**config.mk**
```make
export PLATFORM = sky130hd
export DESIGN_NAME = module_hamming_tx
export DESIGN_NICKNAME = d
export VERILOG_FILES = /design/src/rtl/module_hamming_tx.sv
export SDC_FILE = /design/constraint.sdc
export NUM_CORES = 1
export LEC_CHECK = 0
export BUFFER_PORTS_ARGS = -buffer_cell sky130_fd_sc_hd__buf_4
export CORE_ASPECT_RATIO = 1.2
export CORE_MARGIN = 1
export CORE_UTILIZATION = 40
export CTS_CLUSTER_SIZE = 28
export DETAILED_ROUTE_END_ITERATION = 6
export GPL_TIMING_DRIVEN = 0
export SKIP_CTS_REPAIR_TIMING = 1
export SLEW_MARGIN = 40
export SYNTH_ARGS = -nofsm -noshare
export SYNTH_HDL_FRONTEND = slang
export SYNTH_SLANG_ARGS = --single-unit
```
**constraint.sdc**
```tcl
create_clock -name clk -period 1.57 [get_ports clk]
set_input_delay 0.2355 -clock clk [delete_from_list [all_inputs] [get_ports clk]]
set_output_delay 0.2355 -clock clk [all_outputs]
set_load 0.03 [all_outputs]
```
**src/rtl/module_hamming_tx.sv**
```systemverilog
// SECDED(8,4) transmit end: encodes a 4-bit word, XORs in an error-injection mask,
// and sends the codeword LSB first as an 8N1 UART frame (start, 8 data, stop).
module module_hamming_tx #(
   parameter int CLKS_PER_BIT = 16
) (
   input  logic       clk,
   input  logic       rst_n,
   input  logic [3:0] data_i,
   input  logic [7:0] err_mask_i,
   input  logic       valid_i,
   output logic       ready_o,
   output logic       tx_o,
   output logic       busy_o,
   output logic       done_o,
   output logic [7:0] codeword_o,
   output logic [7:0] frame_cnt_o
);

   localparam int CW = (CLKS_PER_BIT > 1) ? $clog2(CLKS_PER_BIT) : 1;
   localparam logic [CW-1:0] LAST = CW'(CLKS_PER_BIT - 1);

   typedef enum logic [1:0] {S_IDLE, S_START, S_DATA, S_STOP} state_t;

   state_t          state_q, state_d;
   logic [CW-1:0]   cnt_q, cnt_d;
   logic [2:0]      bit_q, bit_d;
   logic            tx_q, tx_d;
   logic            done_q, done_d;
   logic [7:0]      cw_q, cw_d;
   logic [7:0]      frame_q, frame_d;
   logic            last;
   logic [2:0]      bit_nxt;

   // Codeword bit i is Hamming position i; bit 0 carries the overall parity.
   function automatic logic [7:0] encode(input logic [3:0] d);
      logic [7:0] c;
      c    = '0;
      c[3] = d[0];
      c[5] = d[1];
      c[6] = d[2];
      c[7] = d[3];
      c[1] = d[0] ^ d[1] ^ d[3];
      c[2] = d[0] ^ d[2] ^ d[3];
      c[4] = d[1] ^ d[2] ^ d[3];
      c[0] = ^c[7:1];
      return c;
   endfunction

   assign last    = (cnt_q == LAST);
   assign bit_nxt = bit_q + 3'd1;

   always_comb begin
      state_d = state_q;
      cnt_d   = cnt_q;
      bit_d   = bit_q;
      tx_d    = tx_q;
      done_d  = 1'b0;
      cw_d    = cw_q;
      frame_d = frame_q;
      case (state_q)
         S_IDLE: begin
            tx_d = 1'b1;
            if (valid_i) begin
               state_d = S_START;
               cnt_d   = '0;
               tx_d    = 1'b0;
               cw_d    = encode(data_i) ^ err_mask_i;
            end
         end
         S_START: begin
            if (last) begin
               state_d = S_DATA;
               cnt_d   = '0;
               bit_d   = 3'd0;
               tx_d    = cw_q[0];
            end else begin
               cnt_d = cnt_q + CW'(1);
            end
         end
         S_DATA: begin
            if (last) begin
               cnt_d = '0;
               if (bit_q == 3'd7) begin
                  state_d = S_STOP;
                  tx_d    = 1'b1;
               end else begin
                  bit_d = bit_nxt;
                  tx_d  = cw_q[bit_nxt];
               end
            end else begin
               cnt_d = cnt_q + CW'(1);
            end
         end
         S_STOP: begin
            if (last) begin
               // Count lands together with the done pulse in the first idle cycle.
               state_d = S_IDLE;
               cnt_d   = '0;
               done_d  = 1'b1;
               frame_d = frame_q + 8'd1;
            end else begin
               cnt_d = cnt_q + CW'(1);
            end
         end
         default: state_d = S_IDLE;
      endcase
   end

   always_ff @(posedge clk or negedge rst_n) begin
      if (!rst_n) begin
         state_q <= S_IDLE;
         cnt_q   <= '0;
         bit_q   <= '0;
         tx_q    <= 1'b1;
         done_q  <= 1'b0;
         cw_q    <= '0;
         frame_q <= '0;
      end else begin
         state_q <= state_d;
         cnt_q   <= cnt_d;
         bit_q   <= bit_d;
         tx_q    <= tx_d;
         done_q  <= done_d;
         cw_q    <= cw_d;
         frame_q <= frame_d;
      end
   end

   assign busy_o      = (state_q != S_IDLE);
   assign ready_o     = (state_q == S_IDLE);
   assign tx_o        = tx_q;
   assign done_o      = done_q;
   assign codeword_o  = cw_q;
   assign frame_cnt_o = frame_q;

endmodule

```
==> results of run 1 <==
-- layer usage --
| metal | vias up | track usage [%] | share of wire (%) |
|---|---|---|---|
| li1 | 589 | - | - |
| met1 | 584 | 21.65 | 43 |
| met2 | 32 | 28.35 | 52 |
| met3 | 4 | 2.251 | 3.9 |
| met4 | 0 | 5.556 | 1.2 |
| met5 | - | 0 | 0 |
-- through the flow --
stage	TNS, ns	std cells	hold WS (ns)	area, um^2
after floorplan	0	146	-0.06009	1535
after global routing	-0.1854	231	0.2553	2053
final	-0.01996	231	0.2366	2053
after detailed placement	-1.085	219	0.1780	1839
after global placement	-0.5574	219	0.1739	1839
after CTS	-1.333	223	-0.1241	1884
-- kinds of logic (layout without fill, tap and decap cells) --
group / after synthesis / after routing / synth area share [%]
AND/OR/NAND/NOR: 46 / 46 / 15.35
flip-flops: 27 / 27 / 45.12
AO/OA/AOI/OAI: 26 / 26 / 10.84
XOR/XNOR: 21 / 21 / 12.26
buffers and inverters: 10 / 56 / 3.168
adder cells (fa/ha/maj): 9 / 9 / 7.506
multiplexers: 7 / 7 / 5.755
-- how the worst max path moves through the flow --
stage	to	start	slack [ns]
6_report	tx_o$_DFFE_PN1P_	bit_q[0]$_DFFE_PN0P_	-0.02
5_1_grt	tx_o$_DFFE_PN1P_	bit_q[0]$_DFFE_PN0P_	-0.10
4_1_cts	tx_o$_DFFE_PN1P_	state_q[0]$_DFFE_PN0P_	-0.24
3_5_place_dp	tx_o$_DFFE_PN1P_	state_q[0]$_DFFE_PN0P_	-0.21
3_3_place_gp	state_q[1]$_DFFE_PN0P_	cnt_q[0]$_DFFE_PN0P_	-0.12
2_1_floorplan	state_q[1]$_DFFE_PN0P_	state_q[0]$_DFFE_PN0P_	0.003
-- power by group through the flow --
stage | Combinational (mW) | Clock (mW) | Sequential [mW]
global placement | 0.0960 | 0 | 0.709
CTS | 0.0972 | 0.418 | 0.695
floorplan | 0.0440 | 0 | 0.709
detailed placement | 0.0969 | 0 | 0.709
finish | 0.0964 | 0.401 | 0.695
global route | 0.107 | 0.435 | 0.695
-- state kept, by name, summed over array words and instances (netlist names) --
register / cells
codeword_o: 8
frame_cnt_o: 8
cnt_q: 4
bit_q: 3
state_q: 2
done_o: 1
tx_o: 1
-- cell usage in the layout, fill, tap and decap left out, types with 2 or more instances in the layout --
cell type                  Yosys  routed
sky130_fd_sc_hd__buf_4         0      43
sky130_fd_sc_hd__a21oi_1      10       9
sky130_fd_sc_hd__a22o_1        2       2
sky130_fd_sc_hd__dfrtp_1      26      26
sky130_fd_sc_hd__nand3_2       0       2
sky130_fd_sc_hd__and3_1        3       2
sky130_fd_sc_hd__xor2_1        2       2
sky130_fd_sc_hd__xnor2_1      19      19
sky130_fd_sc_hd__buf_6         1       3
sky130_fd_sc_hd__clkbuf_8      0       3
sky130_fd_sc_hd__ha_1          9       2
sky130_fd_sc_hd__ha_4          0       4
sky130_fd_sc_hd__inv_2         0       2
sky130_fd_sc_hd__mux2_2        3       2
sky130_fd_sc_hd__nor2_1       13      12
sky130_fd_sc_hd__o21ai_0       6       6
sky130_fd_sc_hd__mux2i_1       3       3
sky130_fd_sc_hd__nand2_1      16      16
sky130_fd_sc_hd__nand2b_1      2       2
sky130_fd_sc_hd__ha_2          0       3
-- area by class of cell --
type	count	area, um^2
fillers	333	1550
multi-input cells	109	892.1
flip-flops and latches	27	676.9
repair buffers	44	332.8
well taps	39	48.80
plain buffers	5	46.29
clock buffers	4	45.04
inverters	3	11.26
-- worst max-delay path: cells and delay by family, from the launching register on --
family | cells | cell delay [ns]
fa+ha+maj | 2 | 0.48
flops | 1 | 0.39
simple gates | 2 | 0.30
mux | 1 | 0.28
compound gates | 1 | 0.08
==> run_summary.xml, run 1 <==
<?xml version="1.0" encoding="UTF-8"?>
<metrics>
  <group name="status">
    <metric name="run_status" unit="">finished, violations left</metric>
    <metric name="violated_checks" unit="">DRC, setup timing</metric>
  </group>
  <group name="clock_tree">
    <metric name="cts.sink_count" unit="">27</metric>
    <metric name="clock_insertion_delay_worst_skew" unit="ns">0.27</metric>
    <metric name="max-clock-path-buffers" unit="">2</metric>
    <metric name="clock_tree.root_cell" unit="">sky130_fd_sc_hd__clkbuf_8</metric>
    <metric name="numCtsBuffers" unit="">3</metric>
    <metric name="clkSlewWorstSetupHoldPaths" unit="ns">0.09</metric>
    <metric name="htree_num_levels" unit="">1</metric>
    <metric name="tritoncts" unit="">yes</metric>
  </group>
  <group name="yosys">
    <metric name="synth_cells" unit="">146</metric>
    <metric name="synth.distinct_cells" unit="">37</metric>
    <metric name="yosys-top-cells-area" unit="">sky130_fd_sc_hd__dfrtp_1, sky130_fd_sc_hd__xnor2_1, sky130_fd_sc_hd__ha_1, sky130_fd_sc_hd__nand2_1, sky130_fd_sc_hd__a21oi_1</metric>
    <metric name="postSynth.asyncResetShare" unit="%">100.0</metric>
    <metric name="ys.flop_type" unit="">sky130_fd_sc_hd__dfrtp_1</metric>
    <metric name="synthesis.area" unit="um^2">1500</metric>
    <metric name="synth_top_area_cell" unit="">sky130_fd_sc_hd__dfrtp_1</metric>
    <metric name="syn_area_per_cell" unit="um^2">10.28</metric>
    <metric name="synth_top_cell_area_share" unit="%">43.37</metric>
    <metric name="yosys_register_bits" unit="">27</metric>
    <metric name="yosysWarningCount" unit="">0</metric>
    <metric name="post-synth-top-count-cell" unit="">sky130_fd_sc_hd__dfrtp_1</metric>
    <metric name="yosysSeqAreaShare" unit="%">45.12</metric>
    <metric name="postSynthNetCount" unit="">170</metric>
    <metric name="synth-edff-count" unit="">0</metric>
    <metric name="synth.cells.most_frequent" unit="">sky130_fd_sc_hd__dfrtp_1, sky130_fd_sc_hd__xnor2_1, sky130_fd_sc_hd__nand2_1, sky130_fd_sc_hd__nor2_1, sky130_fd_sc_hd__a21oi_1</metric>
  </group>
  <group name="finish">
    <metric name="post-route-util" unit="%">56.98</metric>
    <metric name="insertedDiodeCount" unit="">0</metric>
    <metric name="num-nets-final" unit="">217</metric>
    <metric name="drive_gt1_share" unit="%">40.63</metric>
    <metric name="syn_to_final_growth" unit="%">36.86</metric>
  </group>
  <group name="timing">
    <metric name="worst_slew_margin_rel" unit="%">76.24</metric>
    <metric name="worst_slew_pin_slew" unit="ns">0.3564</metric>
    <metric name="fmax" unit="MHz">628.9</metric>
    <metric name="rsz0062_at_grt" unit="">true</metric>
    <metric name="finalMaxSlewViolations" unit="">0</metric>
    <metric name="clock-skew-final" unit="ns">0.003626</metric>
    <metric name="hold_viol" unit="">0</metric>
    <metric name="final_min_period_over_clock_period" unit="%">101.3</metric>
    <metric name="worst_slack" unit="ns">-0.01996</metric>
    <metric name="fin_crit" unit="ns">1.590</metric>
    <metric name="finalSetupViolations" unit="">1</metric>
  </group>
  <group name="worst_setup_path">
    <metric name="cp_slowest_stage_delay" unit="ns">0.39</metric>
    <metric name="worst-r2r-cell-count" unit="">6</metric>
    <metric name="cp-start-kind" unit="">register</metric>
    <metric name="r2r_start" unit="">bit_q[0]$_DFFE_PN0P_</metric>
    <metric name="critical_path_peak_fanout" unit="">4</metric>
    <metric name="data_required_time_at_the_worst_endpoint" unit="ns">1.78</metric>
    <metric name="critical_path_class" unit="">reg -&gt; reg</metric>
    <metric name="worst_setup_path_end_kind" unit="">register</metric>
    <metric name="r2r_end" unit="">tx_o$_DFFE_PN1P_</metric>
    <metric name="cpMaxStageDelayCell" unit="">sky130_fd_sc_hd__dfrtp_1</metric>
    <metric name="setup.reg_to_reg.worst_slack" unit="ns">-0.02</metric>
    <metric name="worstPathCellList" unit="">ha_2 -&gt; ha_4 -&gt; mux4_2 -&gt; nor2b_4 -&gt; nor3_2 -&gt; o31ai_2</metric>
    <metric name="crit_arrival" unit="ns">1.80</metric>
  </group>
  <group name="floorplanning">
    <metric name="ios" unit="">35</metric>
    <metric name="row_count" unit="">24</metric>
    <metric name="initial_core_utilization" unit="%">41.63</metric>
    <metric name="die_area" unit="um^2">4000</metric>
    <metric name="core_area" unit="um^2">3603</metric>
    <metric name="die-width" unit="um">57.91</metric>
    <metric name="die_height" unit="um">69.09</metric>
  </group>
  <group name="detailed_routing">
    <metric name="ant_nets" unit="">0</metric>
    <metric name="post_drt_wl_per_cell" unit="um">13.35</metric>
    <metric name="drtPass1Iterations" unit="">6</metric>
    <metric name="route.vias.total" unit="">1209</metric>
    <metric name="drc" unit="">2</metric>
    <metric name="drt_wl_total" unit="mm">3.084</metric>
    <metric name="first_iter_violations" unit="">45</metric>
    <metric name="vias_per_cell" unit="">5.234</metric>
  </group>
  <group name="pwr">
    <metric name="power-per-cell-area" unit="nW/um^2">580.7</metric>
    <metric name="power.clock.fraction" unit="%">33.6</metric>
    <metric name="total_power" unit="mW">1.192</metric>
    <metric name="power.share.combinational" unit="%">8.1</metric>
    <metric name="irDropWorstVdd" unit="V">0.0002822</metric>
    <metric name="sw_frac_of_total" unit="%">21.97</metric>
    <metric name="sequentialPowerShare" unit="%">58.3</metric>
    <metric name="total_net_switching_power" unit="uW">262.0</metric>
    <metric name="leakagePower" unit="nW">0.9378</metric>
    <metric name="p_int" unit="uW">930.3</metric>
  </group>
  <group name="global_routing">
    <metric name="grt_start_max_net_pins" unit="">28</metric>
    <metric name="grt.overflow.total" unit="">0</metric>
    <metric name="grt_pass1_wl" unit="mm">5.313</metric>
    <metric name="antenna_found_initial" unit="">0</metric>
    <metric name="grt_usage" unit="%">16.74</metric>
    <metric name="first_global_vias" unit="">1179</metric>
  </group>
  <group name="min_path">
    <metric name="hp-start" unit="">err_mask_i[3]</metric>
    <metric name="hold_path.class" unit="">in -&gt; reg</metric>
    <metric name="min_delay_worst_endpoint" unit="">codeword_o[3]$_DFFE_PN0P_</metric>
    <metric name="worstHoldPathCells" unit="">3</metric>
  </group>
  <group name="placement">
    <metric name="dp_hpwl" unit="mm">2.259</metric>
    <metric name="place.gp.congestion" unit="">0.7502</metric>
    <metric name="setup_ws_pre_cts" unit="ns">-0.2078</metric>
    <metric name="portBuffers" unit="">34</metric>
  </group>
  <group name="run">
    <metric name="timing.max_cap.violations" unit="">0</metric>
  </group>
</metrics>
Note: power is estimated with default switching activity, not from simulation.
==> run 2: changes to the inputs <==
--- a/config.mk
+++ b/config.mk
@@ -5,11 +5,13 @@
 export SDC_FILE = /design/constraint.sdc
 export NUM_CORES = 1
 export LEC_CHECK = 0
+export ABC_AREA = 1
+export ABC_CLOCK_PERIOD_IN_PS = 1570
 export BUFFER_PORTS_ARGS = -buffer_cell sky130_fd_sc_hd__buf_4
 export CORE_ASPECT_RATIO = 1.2
 export CORE_MARGIN = 1
 export CORE_UTILIZATION = 40
-export CTS_CLUSTER_SIZE = 28
+export CTS_CLUSTER_SIZE = 14
 export DETAILED_ROUTE_END_ITERATION = 6
 export GPL_TIMING_DRIVEN = 0
 export SKIP_CTS_REPAIR_TIMING = 1
==> run_summary.xml, run 2 <==
<?xml version="1.0" encoding="UTF-8"?>
<metrics>
  <group name="finish">
    <metric name="finalInstanceArea" unit="um^2">2003</metric>
    <metric name="syn_to_final_growth" unit="%">30.06</metric>
    <metric name="post-route-util" unit="%">54.68</metric>
    <metric name="most_frequent_standard_cell_in_the_layout_excluding_fill_and_tap_cells" unit="">sky130_fd_sc_hd__nand2_1</metric>
    <metric name="insertedDiodeCount" unit="">0</metric>
    <metric name="drive_gt1_share" unit="%">30.88</metric>
    <metric name="num-nets-final" unit="">242</metric>
    <metric name="final_cell_mix" unit="">sky130_fd_sc_hd__nand2_1, sky130_fd_sc_hd__buf_4, sky130_fd_sc_hd__dfrtp_1</metric>
  </group>
  <group name="floorplanning">
    <metric name="die_height" unit="um">69.98</metric>
    <metric name="core_area" unit="um^2">3664</metric>
    <metric name="initial_core_utilization" unit="%">42.04</metric>
    <metric name="die-width" unit="um">58.65</metric>
    <metric name="die_area" unit="um^2">4104</metric>
    <metric name="ios" unit="">35</metric>
    <metric name="row_count" unit="">24</metric>
  </group>
  <group name="yosys">
    <metric name="postSynthNetCount" unit="">198</metric>
    <metric name="yosysSeqAreaShare" unit="%">43.95</metric>
    <metric name="post-synth-top-count-cell" unit="">sky130_fd_sc_hd__nand2_1</metric>
    <metric name="yosys_register_bits" unit="">27</metric>
    <metric name="synth.distinct_cells" unit="">26</metric>
    <metric name="synth_top_area_cell" unit="">sky130_fd_sc_hd__dfrtp_1</metric>
    <metric name="synth.cells.most_frequent" unit="">sky130_fd_sc_hd__nand2_1, sky130_fd_sc_hd__dfrtp_1, sky130_fd_sc_hd__inv_1</metric>
    <metric name="syn_area_per_cell" unit="um^2">8.852</metric>
    <metric name="synth-edff-count" unit="">0</metric>
    <metric name="ys.flop_type" unit="">sky130_fd_sc_hd__dfrtp_1</metric>
    <metric name="yosys-top-cells-area" unit="">sky130_fd_sc_hd__dfrtp_1, sky130_fd_sc_hd__nand2_1, sky130_fd_sc_hd__xnor2_1, sky130_fd_sc_hd__ha_1, sky130_fd_sc_hd__inv_1</metric>
    <metric name="synth_cells" unit="">174</metric>
    <metric name="yosysWarningCount" unit="">0</metric>
    <metric name="postSynth.asyncResetShare" unit="%">100.0</metric>
    <metric name="synthesis.area" unit="um^2">1540</metric>
    <metric name="synth_top_cell_area_share" unit="%">42.24</metric>
  </group>
  <group name="global_routing">
    <metric name="grt_start_max_net_pins" unit="">28</metric>
    <metric name="grt_usage" unit="%">16.34</metric>
    <metric name="antenna_found_initial" unit="">0</metric>
    <metric name="grt_pass1_wl" unit="mm">5.078</metric>
    <metric name="first_global_vias" unit="">1190</metric>
    <metric name="grt.overflow.total" unit="">0</metric>
  </group>
  <group name="clock_tree">
    <metric name="clkSlewWorstSetupHoldPaths" unit="ns">0.09</metric>
    <metric name="cts.sink_count" unit="">27</metric>
    <metric name="htree_num_levels" unit="">1</metric>
    <metric name="clock_tree.root_cell" unit="">sky130_fd_sc_hd__clkbuf_8</metric>
    <metric name="tritoncts" unit="">yes</metric>
    <metric name="numCtsBuffers" unit="">3</metric>
    <metric name="max-clock-path-buffers" unit="">2</metric>
    <metric name="clock_insertion_delay_worst_skew" unit="ns">0.28</metric>
  </group>
  <group name="placement">
    <metric name="placed_cell_area" unit="um^2">1866</metric>
    <metric name="dp_hpwl" unit="mm">2.297</metric>
    <metric name="place.gp.congestion" unit="">0.7310</metric>
    <metric name="portBuffers" unit="">33</metric>
  </group>
  <group name="detailed_routing">
    <metric name="drtPass1Iterations" unit="">4</metric>
    <metric name="first_iter_violations" unit="">46</metric>
    <metric name="drt_wl_total" unit="mm">2.942</metric>
    <metric name="post_drt_wl_per_cell" unit="um">10.94</metric>
    <metric name="ant_nets" unit="">0</metric>
    <metric name="vias_per_cell" unit="">4.528</metric>
    <metric name="route.vias.total" unit="">1218</metric>
    <metric name="drc" unit="">0</metric>
  </group>
  <group name="timing">
    <metric name="worst_slew_margin_rel" unit="%">76.99</metric>
    <metric name="finalMaxSlewViolations" unit="">0</metric>
    <metric name="finalSetupViolations" unit="">0</metric>
    <metric name="final_min_period_over_clock_period" unit="%">95.70</metric>
    <metric name="fmax" unit="MHz">665.6</metric>
    <metric name="fin_crit" unit="ns">1.502</metric>
    <metric name="worst_slew_pin_slew" unit="ns">0.3452</metric>
    <metric name="clock-skew-final" unit="ns">0.008705</metric>
    <metric name="rsz0062_at_grt" unit="">true</metric>
    <metric name="hold_viol" unit="">0</metric>
  </group>
  <group name="worst_setup_path">
    <metric name="crit_arrival" unit="ns">1.71</metric>
    <metric name="critical_path_class" unit="">reg -&gt; reg</metric>
    <metric name="critical_path_peak_fanout" unit="">4</metric>
    <metric name="worst_setup_path_end_kind" unit="">register</metric>
    <metric name="data_required_time_at_the_worst_endpoint" unit="ns">1.78</metric>
    <metric name="cp-start-kind" unit="">register</metric>
  </group>
  <group name="pwr">
    <metric name="power-per-cell-area" unit="nW/um^2">1620</metric>
    <metric name="leakagePower" unit="nW">1.014</metric>
    <metric name="total_power" unit="mW">3.246</metric>
    <metric name="irDropWorstVdd" unit="V">0.0009729</metric>
  </group>
  <group name="run">
    <metric name="timing.max_cap.violations" unit="">0</metric>
  </group>
  <group name="min_path">
    <metric name="hold_path.class" unit="">in -&gt; reg</metric>
  </group>
  <group name="status">
    <metric name="run_status" unit="">complete, no violations</metric>
  </group>
</metrics>
## run 2: cell count changes after synthesis, moves of 3 or more
cell | previous run | this run
sky130_fd_sc_hd__o21ai_0 | 6 | 13
sky130_fd_sc_hd__xnor2_1 | 19 | 13
sky130_fd_sc_hd__xor2_1 | 2 | 7
sky130_fd_sc_hd__mux2i_1 | 3 | 0
sky130_fd_sc_hd__or2_1 | 0 | 4
sky130_fd_sc_hd__nor2_1 | 13 | 2
sky130_fd_sc_hd__mux2_2 | 3 | 0
sky130_fd_sc_hd__nand3_1 | 3 | 13
sky130_fd_sc_hd__nand2_1 | 16 | 43
sky130_fd_sc_hd__a21oi_1 | 10 | 5
sky130_fd_sc_hd__inv_1 | 3 | 18
sky130_fd_sc_hd__inv_2 | 0 | 3
## run 2: path summary, 6_finish.rpt
kind,start,endpoint,slack (ns),depth (start not counted)
worst max-delay path,state_q[0]$_DFFE_PN0P_,state_q[0]$_DFFE_PN0P_,0.07,7
worst max register to register,state_q[0]$_DFFE_PN0P_,state_q[0]$_DFFE_PN0P_,0.07,7
max in group asynchronous,rst_n,tx_o$_DFFE_PN1P_,0.87,2
worst min-delay path,valid_i,tx_o$_DFFE_PN1P_,0.21,4
min in group asynchronous,rst_n,cnt_q[1]$_DFFE_PN0P_,0.40,2
worst min register to register,frame_cnt_o[7]$_DFFE_PN0P_,frame_cnt_o[7]$_DFFE_PN0P_,0.47,1
## run 2: area by class of cell
cell class,instances,area [um^2]
Inverter,22,85.08
Clock buffer,4,45.04
Sequential cell,27,678.2
Buffer,2,8.758
Fill cell,359,1660
Timing Repair Buffer,39,299.0
Multi-Input combinational cell,123,822.0
Tap cell,52,65.06
## run 2: kinds of logic (layout without fill, tap and decap cells)
| kind of cell | after synthesis | count (layout) | share of synthesized area (%) |
|---|---|---|---|
| AO/OA/AOI/OAI | 22 | 22 | 7.474 |
| XOR/XNOR | 20 | 20 | 11.37 |
| adder cells (fa/ha/maj) | 9 | 9 | 7.311 |
| buffers and inverters | 24 | 67 | 6.011 |
| flip-flops | 27 | 27 | 43.95 |
| AND/OR/NAND/NOR | 72 | 72 | 23.88 |
## run 2: through the flow
step | setup WS, ns | TNS [ns] | hold slack [ns] | instances
final | 0.06756 | 0 | 0.2062 | 269
after global routing | -0.02531 | -0.03484 | 0.2358 | 269
after CTS | -0.08300 | -0.1211 | -0.1267 | 263
after detailed placement | -0.06025 | -0.08436 | 0.1758 | 259
after global placement | -0.01232 | -0.01232 | 0.1689 | 259
after floorplan | 0.02000 | 0 | -0.06009 | 174
## run 2: power breakdown
group	internal [mW]	switching (mW)	total [mW]	leakage (nW)
logic	0.740	1.00	1.74	0.641
registers	0.908	0.195	1.10	0.351
clock network	0.182	0.219	0.402	0.0228
## run 2: per-layer routing
layer	wire (um)	global-route usage [%]	part of all wire [%]	up-vias
li1	-	-	-	632
met4	61	8.466	2.1	0
met5	0	0	0	-
met2	1498	26.95	51	34
met1	1263	20.43	43	547
met3	118	2.222	4.0	5
## run 2: critical path, stage by stage, from the launching register on
cell and delay [ns]:
sky130_fd_sc_hd__dfrtp_1 0.42, sky130_fd_sc_hd__buf_6 0.14, sky130_fd_sc_hd__ha_4 0.15, sky130_fd_sc_hd__or2_4 0.25
sky130_fd_sc_hd__o21ai_2 0.12, sky130_fd_sc_hd__and3_4 0.21, sky130_fd_sc_hd__o21ai_1 0.06, sky130_fd_sc_hd__o21ai_1 0.08
